### src/rtl/rs_latch_driver_pkg.sv
// Shared types and default timing constants for the RS latch driver.
// Op encoding matches the value the latch's Q takes after the pulse.
package rs_latch_driver_pkg;

  typedef enum logic [2:0] {
    ST_IDLE,
    ST_SETUP,
    ST_PULSE,
    ST_HOLD,
    ST_GAP
  } state_e;

  typedef enum logic {
    OP_CLR = 1'b0,
    OP_SET = 1'b1
  } op_e;

  localparam int DEF_DEB_CYCLES = 16;
  localparam int DEF_PULSE_LEN  = 4;
  localparam int DEF_GAP_LEN    = 2;
  localparam int DEF_CNT_W      = 8;

  function automatic int max_int(input int a, input int b);
    return (a > b) ? a : b;
  endfunction

endpackage

### src/rtl/rs_latch_driver_sync_debounce.sv
// Two-flop synchroniser, stable-sample debouncer and rising-edge pulse
// for one raw switch input.
module sync_debounce
  import rs_latch_driver_pkg::*;
#(
  parameter int DEB_CYCLES = DEF_DEB_CYCLES
) (
  input  logic clk,
  input  logic rst_n,
  input  logic raw_in,
  output logic level_out,
  output logic rise_out
);

  localparam int CW = $clog2(DEB_CYCLES);

  logic          sync1_q, sync2_q;
  logic          level_q, level_d;
  logic          rise_q, rise_d;
  logic [CW-1:0] cnt_q, cnt_d;

  // Counter only runs while the synced sample disagrees with the level.
  always_comb begin
    level_d = level_q;
    rise_d  = 1'b0;
    cnt_d   = '0;
    if (sync2_q != level_q) begin
      if (cnt_q == CW'(DEB_CYCLES - 1)) begin
        level_d = sync2_q;
        rise_d  = sync2_q;
      end else begin
        cnt_d = cnt_q + 1'b1;
      end
    end
  end

  always_ff @(posedge clk or negedge rst_n) begin
    if (!rst_n) begin
      sync1_q <= 1'b0;
      sync2_q <= 1'b0;
      level_q <= 1'b0;
      rise_q  <= 1'b0;
      cnt_q   <= '0;
    end else begin
      sync1_q <= raw_in;
      sync2_q <= sync1_q;
      level_q <= level_d;
      rise_q  <= rise_d;
      cnt_q   <= cnt_d;
    end
  end

  assign level_out = level_q;
  assign rise_out  = rise_q;

endmodule

### src/rtl/rs_latch_driver.sv
// Gated RS latch driver: debounced set/clear requests become a single
// clean S or R pulse framed by the gate, with a model of the latch Q.
module rs_latch_driver
  import rs_latch_driver_pkg::*;
#(
  parameter int DEB_CYCLES = DEF_DEB_CYCLES,
  parameter int PULSE_LEN  = DEF_PULSE_LEN,
  parameter int GAP_LEN    = DEF_GAP_LEN,
  parameter int CNT_W      = DEF_CNT_W
) (
  input  logic             clk,
  input  logic             rst_n,
  input  logic             set_req,
  input  logic             clr_req,
  output logic             s_out,
  output logic             r_out,
  output logic             gate_out,
  output logic             q_model,
  output logic             busy,
  output logic [CNT_W-1:0] conflict_cnt
);

  localparam int TW = $clog2(max_int(PULSE_LEN, GAP_LEN) + 1);

  logic [1:0] raw_w, level_w, rise_w;
  logic       set_rise, clr_rise;

  assign raw_w = {clr_req, set_req};

  for (genvar gi = 0; gi < 2; gi++) begin : g_deb
    sync_debounce #(.DEB_CYCLES(DEB_CYCLES)) u_deb (
      .clk       (clk),
      .rst_n     (rst_n),
      .raw_in    (raw_w[gi]),
      .level_out (level_w[gi]),
      .rise_out  (rise_w[gi])
    );
  end

  assign set_rise = rise_w[0] & level_w[0];
  assign clr_rise = rise_w[1] & level_w[1];

  state_e           state_q, state_d;
  op_e              op_q, op_d;
  logic [TW-1:0]    timer_q, timer_d;
  logic             s_q, s_d, r_q, r_d, gate_q, gate_d;
  logic             q_model_q, q_model_d, busy_q, busy_d;
  logic [CNT_W-1:0] conflict_q, conflict_d;

  always_comb begin
    state_d    = state_q;
    op_d       = op_q;
    timer_d    = timer_q;
    q_model_d  = q_model_q;
    conflict_d = conflict_q;
    case (state_q)
      ST_IDLE: begin
        if (set_rise && clr_rise) begin
          if (conflict_q != '1) conflict_d = conflict_q + 1'b1;
        end else if (set_rise) begin
          op_d    = OP_SET;
          state_d = ST_SETUP;
        end else if (clr_rise) begin
          op_d    = OP_CLR;
          state_d = ST_SETUP;
        end
      end
      ST_SETUP: begin
        state_d = ST_PULSE;
        timer_d = TW'(PULSE_LEN - 1);
      end
      ST_PULSE: begin
        if (timer_q == '0) begin
          state_d   = ST_HOLD;
          q_model_d = (op_q == OP_SET);
        end else begin
          timer_d = timer_q - 1'b1;
        end
      end
      ST_HOLD: begin
        state_d = ST_GAP;
        timer_d = TW'(GAP_LEN - 1);
      end
      ST_GAP: begin
        if (timer_q == '0) state_d = ST_IDLE;
        else               timer_d = timer_q - 1'b1;
      end
      default: state_d = ST_IDLE;
    endcase

    // Drives are decoded from the next state so they come straight off flops.
    gate_d = (state_d == ST_SETUP) || (state_d == ST_PULSE) || (state_d == ST_HOLD);
    s_d    = (state_d == ST_PULSE) && (op_d == OP_SET);
    r_d    = (state_d == ST_PULSE) && (op_d == OP_CLR);
    busy_d = (state_d != ST_IDLE);
  end

  always_ff @(posedge clk or negedge rst_n) begin
    if (!rst_n) begin
      state_q    <= ST_IDLE;
      op_q       <= OP_CLR;
      timer_q    <= '0;
      s_q        <= 1'b0;
      r_q        <= 1'b0;
      gate_q     <= 1'b0;
      q_model_q  <= 1'b0;
      busy_q     <= 1'b0;
      conflict_q <= '0;
    end else begin
      state_q    <= state_d;
      op_q       <= op_d;
      timer_q    <= timer_d;
      s_q        <= s_d;
      r_q        <= r_d;
      gate_q     <= gate_d;
      q_model_q  <= q_model_d;
      busy_q     <= busy_d;
      conflict_q <= conflict_d;
    end
  end

  assign s_out        = s_q;
  assign r_out        = r_q;
  assign gate_out     = gate_q;
  assign q_model      = q_model_q;
  assign busy         = busy_q;
  assign conflict_cnt = conflict_q;

endmodule

### config.mk
export PLATFORM = sky130hd
export DESIGN_NAME = rs_latch_driver
export DESIGN_NICKNAME = d
export VERILOG_FILES = /design/src/rtl/rs_latch_driver_pkg.sv /design/src/rtl/rs_latch_driver_sync_debounce.sv /design/src/rtl/rs_latch_driver.sv
export SDC_FILE = /design/constraint.sdc
export NUM_CORES = 1
export LEC_CHECK = 0
export CORE_ASPECT_RATIO = 0.7
export CORE_MARGIN = 10
export CORE_UTILIZATION = 44
export CTS_CLUSTER_SIZE = 12
export DETAILED_ROUTE_END_ITERATION = 8
export SLEW_MARGIN = 20
export SYNTH_ARGS = -nofsm -noshare
export SYNTH_HDL_FRONTEND = slang
export SYNTH_SLANG_ARGS = --single-unit
### constraint.sdc
create_clock -name clk -period 4.5 [get_ports clk]
set_input_delay 0.675 -clock clk [delete_from_list [all_inputs] [get_ports clk]]
set_output_delay 0.675 -clock clk [all_outputs]
set_load 0.05 [all_outputs]
==> flow_summary.json, run 1 <==
{
  "crit_fanout": 6,
  "ir_worst_vdd_mv": 0.216,
  "fin_crit_sh": 0.499,
  "cts_tree": "built",
  "final_nets": 164,
  "synthTopCellsByCount": "dfrtp_1 (36), nor2_1 (9), a21oi_1 (8)",
  "area_growth_syn_to_layout_pct": 19.1,
  "outcome": "completed",
  "cp_slowest_cell": "clkdlybuf4s50_1",
  "initial_core_util": 0.455,
  "syn_area_per_cell_sq_um": 11.9,
  "synth_most_common_cell": "dfrtp_1",
  "synthArstFlopShare": 1.00,
  "diodes": 0,
  "place_area_sq_um": 1810,
  "maxCapViolCount": 0,
  "io_pins": 17,
  "drc": 0,
  "synth_edf_count": 0,
  "setup_viol": 0,
  "rsz0062_at_grt": "no",
  "finalHoldViolCount": 0,
  "dp_hpwl_microns": 2020,
  "crit_chain": "clkdlybuf4s50_1",
  "hp-class": "flip-flop to flip-flop",
  "cp.required_ns": 3.83,
  "power_frac_comb": 0.137,
  "powerDensity_nw_per_um2": 366,
  "maxSlewViolCount": 0,
  "synth_cell_types": 37,
  "synth_nets": 143,
  "gp_congestion": 0.767,
  "finClkSkew_ns": 0.00566,
  "clock_sinks": 36,
  "ys_top_cells_by_area": "dfrtp_1 (56%), ha_1 (3.9%), xnor2_1 (3.8%)",
  "synth_area_sq_um": 1600,
  "cp_top_family": "buffers and inverters",
  "rows": 18,
  "leakage_nw": 0.921,
  "cts-htree-levels": 2,
  "grt_pass1_vias": 1057,
  "p_switching_mw": 0.175,
  "die_y_microns": 70.5,
  "cp_data_arrival_time_ns": 1.57,
  "grt_max_degree": 37,
  "first_iter_violations": 39,
  "grt_usage": 0.0963,
  "clk_path_buf_depth": 2,
  "max-slew-margin-rel": 0.660,
  "netlist_instances": 134,
  "grt_antenna_before_repair": 0,
  "io_buffers": 16,
  "ctsHoldBuffers": 0,
  "routed_wl_microns": 2810,
  "path_class": "flip-flop to output port",
  "grt_overflow": 0,
  "pwr-share-seq": 0.514,
  "floorplan.die.width_microns": 92.1,
  "yosysTopAreaCellShare": 0.563,
  "ant_nets": 0,
  "seq_area_frac_synth": 0.563,
  "drive_gt1_frac": 0.103,
  "tightest_slew_ns": 0.509,
  "fp.coreArea_sq_um": 3510,
  "crit_path_end_kind": "output port",
  "fmax_mhz": 445,
  "ctsResizeCount": 0,
  "fin_area_sq_um": 1910,
  "clk_latency_ns": 0.29,
  "clkTransAtPathRegs_ns": 0.07,
  "drt_first_pass_iters": 4,
  "synth_top_flop_cell": "dfrtp_1",
  "die-area_sq_um": 6490,
  "finalSetupTns_ns": 0,
  "synth.largest_area_cell": "dfrtp_1",
  "wl_per_cell_microns": 13.7,
  "pwr-share-clk": 0.349,
  "path_buf_inv": 1,
  "synth_seq_cells": 36,
  "cts_made_buffers": 5,
  "p_sw_frac": 0.251,
  "cpPeakStageDelay_ns": 0.84,
  "post-route-min-period_ns": 2.25,
  "cts_setup_buffers": 0,
  "root_buffer": "clkbuf_8",
  "yosysWarnings": 0,
  "vias_per_cell": 5.13,
  "grt_pass1_wl_microns": 5000,
  "via_count": 1052,
  "hold_slack_ns": 0.350,
  "worstSetupStartpointType": "flip-flop",
  "internal_power_mw": 0.522
}
[power by group through the flow]
stage	sequential, mW	combinational, mW	clock (mW)
2_1_floorplan	0.360	0.0777	0
6_report	0.358	0.0955	0.243
5_1_grt	0.361	0.107	0.269
3_3_place_gp	0.364	0.0914	0
3_5_place_dp	0.365	0.0977	0
4_1_cts	0.358	0.0980	0.254
[final timing paths]
kind / from / endpoint / slack [ns] / cells past startpoint
min: g_deb[1].u_deb.sync1_q$_DFF_PN0_ / g_deb[1].u_deb.sync2_q$_DFF_PN0_ / 0.35 / 0
max reg2reg: timer_q[0]$_DFFE_PN0P_ / busy$_DFF_PN0_ / 2.78 / 6
min in group asynchronous: rst_n / g_deb[1].u_deb.sync1_q$_DFF_PN0_ / 0.79 / 2
max in group asynchronous: rst_n / timer_q[2]$_DFFE_PN0P_ / 3.40 / 2
max: conflict_cnt[3]$_DFFE_PN0P_ / conflict_cnt[3] / 2.25 / 1
min reg2reg: g_deb[1].u_deb.sync1_q$_DFF_PN0_ / g_deb[1].u_deb.sync2_q$_DFF_PN0_ / 0.35 / 0
[metrics by stage]
stage	std cells	setup WS (ns)	power, mW	utilization
after floorplan	134	2.70	0.438	-
after global placement	198	2.58	0.455	0.515
after detailed placement	198	2.57	0.462	0.515
after CTS	205	2.24	0.710	0.542
after global routing	205	2.18	0.738	0.542
final	205	2.25	0.697	0.542
[registers in the layout, indices dropped and copies added (netlist names)]
signal / flops
gate_out: 1
q_model: 1
g_deb.u_deb.sync1_q: 2
timer_q: 3
g_deb.u_deb.rise_out: 2
s_out: 1
conflict_cnt: 8
op_q: 1
busy: 1
r_out: 1
state_q: 3
g_deb.u_deb.level_out: 2
g_deb.u_deb.cnt_q: 8
g_deb.u_deb.sync2_q: 2
[cell usage in the layout, fill, tap and decap left out, drive strengths merged, types with 2 or more instances in the layout]
cell type / instances
nor2: 9
o21ai: 3
mux2: 4
nand2: 6
nor2b: 2
clkdlybuf4s50: 16
nor3b: 5
nand2b: 2
a21oi: 8
xor2: 7
dfrtp: 36
a2bb2oi: 2
ha: 5
inv: 7
xnor2: 7
nor3: 2
nand3: 6
clkbuf: 7
nand4: 2
nand4b: 2
[layout make-up]
| type | count | area [sq um] |
|---|---|---|
| clock buffers | 7 | 96.3 |
| flip-flops and latches | 36 | 901 |
| inverters | 7 | 26.3 |
| multi-input cells | 88 | 652 |
| fillers | 326 | 1610 |
| well taps | 50 | 62.6 |
| repair buffers | 17 | 168 |
[logic make-up after synthesis]
family	count (synthesis)	share of synthesized area
flip-flops	36	0.563
XOR/XNOR	14	0.0766
multiplexers	5	0.0344
AND/OR/NAND/NOR	44	0.167
buffers and inverters	10	0.0297
adder cells (fa/ha/maj)	6	0.0453
AO/OA/AOI/OAI	19	0.0844
[metal layers]
metal / vias to the layer above / track usage / routed length [microns]
li1: 510 / - / -
met1: 514 / 0.110 / 1290
met2: 20 / 0.143 / 1290
met3: 8 / 0.0395 / 145
met4: 0 / 0.0666 / 85
met5: - / 0 / 0
Power figures use the tool's default switching activity.
==> run 2, diff against run 1 <==
- clock period: 4.5 -> 2.2 ns (I/O delays scaled with it)
==> flow_summary.json, run 2 (same netlist as run 1, synthesis figures left out) <==
{
  "outcome": "completed",
  "powerDensity_nw_per_um2": 733,
  "drc": 0,
  "crit_chain": "clkdlybuf4s50_1",
  "die_y_microns": 70.5,
  "path_buf_inv": 1,
  "finalHoldViolCount": 0,
  "hp-class": "flip-flop to flip-flop",
  "area_growth_syn_to_layout_pct": 18.7,
  "grt_util_met3": 0.0416,
  "cts_setup_buffers": 0,
  "cts_made_buffers": 5,
  "hold_slack_ns": 0.350,
  "clock_sinks": 36,
  "clkTransAtPathRegs_ns": 0.06,
  "path_class": "flip-flop to output port",
  "final_common_cell": "dfrtp_1",
  "maxSlewViolCount": 0,
  "fp.coreArea_sq_um": 3510,
  "via_count": 1047,
  "tightest_slew_ns": 0.507,
  "busiest_layer": "met2",
  "grt_overflow": 0,
  "grt_antenna_before_repair": 0,
  "place_area_sq_um": 1810,
  "clk_path_buf_depth": 2,
  "drt_first_pass_iters": 4,
  "gp_congestion": 0.839,
  "fin_area_sq_um": 1900,
  "leakage_nw": 0.916,
  "io_buffers": 16,
  "ctsHoldBuffers": 0,
  "seq_area_sq_um": 901,
  "ir_worst_vdd_mv": 0.380,
  "grt_max_degree": 37,
  "floorplan.die.width_microns": 92.1,
  "first_iter_violations": 96,
  "cts-htree-levels": 2,
  "cpPeakStageDelay_ns": 0.84,
  "met2_usage": 0.154,
  "dp_hpwl_microns": 1990,
  "die-area_sq_um": 6490,
  "cp.required_ns": 1.87,
  "max-slew-margin-rel": 0.661,
  "fmax_mhz": 533,
  "worstSetupStartpointType": "flip-flop",
  "setup_viol": 0,
  "vias_per_cell": 5.08,
  "rows": 18,
  "stdcell_count": 206,
  "cp_data_arrival_time_ns": 1.55,
  "crit_fanout": 6,
  "cts_tree": "built",
  "fin_crit_sh": 0.852,
  "crit_path_end_kind": "output port",
  "grt_usage": 0.0971,
  "io_pins": 17,
  "post-route-min-period_ns": 1.88,
  "dp_cells": 198,
  "grtUsageMet1": 0.110,
  "root_buffer": "clkbuf_8",
  "drive_gt1_frac": 0.0962,
  "final_nets": 164,
  "diodes": 0,
  "initial_core_util": 0.455,
  "finClkSkew_ns": 0.00294,
  "finalSetupTns_ns": 0,
  "routed_wl_microns": 2780,
  "ctsResizeCount": 0,
  "ant_nets": 0,
  "multi_input_area_sq_um": 652,
  "rsz0062_at_grt": "no",
  "final_cell_mix": "dfrtp_1 (36), clkdlybuf4s50_1 (16), nor2_1 (9)",
  "maxCapViolCount": 0,
  "wl_per_cell_microns": 13.5,
  "grt_pass1_wl_microns": 5090,
  "finalPower_mw": 1.39,
  "clk_latency_ns": 0.28,
  "num-fill-cells": 312,
  "cp_slowest_cell": "clkdlybuf4s50_1",
  "grt_pass1_vias": 1142,
  "cp_top_family": "buffers and inverters"
}
==> run 2: cell types whose count changed in the layout (fill, tap and decap cells not counted) <==
| cell | previous run | this run |
|---|---|---|
| clkbuf_8 | 7 | 6 |
| clkbuf_1 | 0 | 2 |
==> run 2: final cells by class <==
class                           instances  share of cell area
Sequential cell                        36               0.474
Timing Repair Buffer                   17              0.0883
Clock buffer                            8              0.0474
Multi-Input combinational cell         88               0.343
Tap cell                               50              0.0329
Inverter                                7              0.0138
==> run 2: routing by layer <==
metal | up-vias | routed length, microns | part of all wire
met4 | 0 | 44 | 0.016
li1 | 511 | - | -
met2 | 21 | 1350 | 0.48
met5 | - | 0 | 0
met1 | 510 | 1230 | 0.44
met3 | 5 | 158 | 0.057
==> run 2: power breakdown <==
part / leakage, nW / internal, mW / switching, mW
sequential: 0.489 / 0.694 / 0.0395
clock: 0.0455 / 0.255 / 0.211
combinational: 0.381 / 0.0952 / 0.0974
total: 0.916 / 1.04 / 0.348
==> run 2: final timing paths <==
| kind | start | to | slack, ns | cells after the start |
|---|---|---|---|---|
| worst max-delay path | conflict_cnt[3]$_DFFE_PN0P_ | conflict_cnt[3] | 0.32 | 1 |
| worst min-delay path | g_deb[0].u_deb.sync1_q$_DFF_PN0_ | g_deb[0].u_deb.sync2_q$_DFF_PN0_ | 0.35 | 0 |
| worst max register to register | timer_q[0]$_DFFE_PN0P_ | busy$_DFF_PN0_ | 0.50 | 6 |
| worst min register to register | g_deb[0].u_deb.sync1_q$_DFF_PN0_ | g_deb[0].u_deb.sync2_q$_DFF_PN0_ | 0.35 | 0 |
| max in group asynchronous | rst_n | timer_q[2]$_DFFE_PN0P_ | 1.43 | 2 |
| min in group asynchronous | rst_n | g_deb[1].u_deb.cnt_q[2]$_DFF_PN0_ | 0.46 | 2 |
==> run 2: per-stage QoR <==
| stage | setup WS [ns] | util |
|---|---|---|
| 2_1_floorplan | 0.396 | - |
| 3_3_place_gp | 0.581 | 0.515 |
| 3_5_place_dp | 0.498 | 0.515 |
| 4_1_cts | 0.299 | 0.541 |
| 5_1_grt | 0.243 | 0.541 |
| 6_report | 0.325 | 0.541 |
==> run 3, diff against run 2 <==
- SLEW_MARGIN: 20 -> not set
==> results of run 3 <==
Final layout, timing and power as in run 2 (identical DEF).
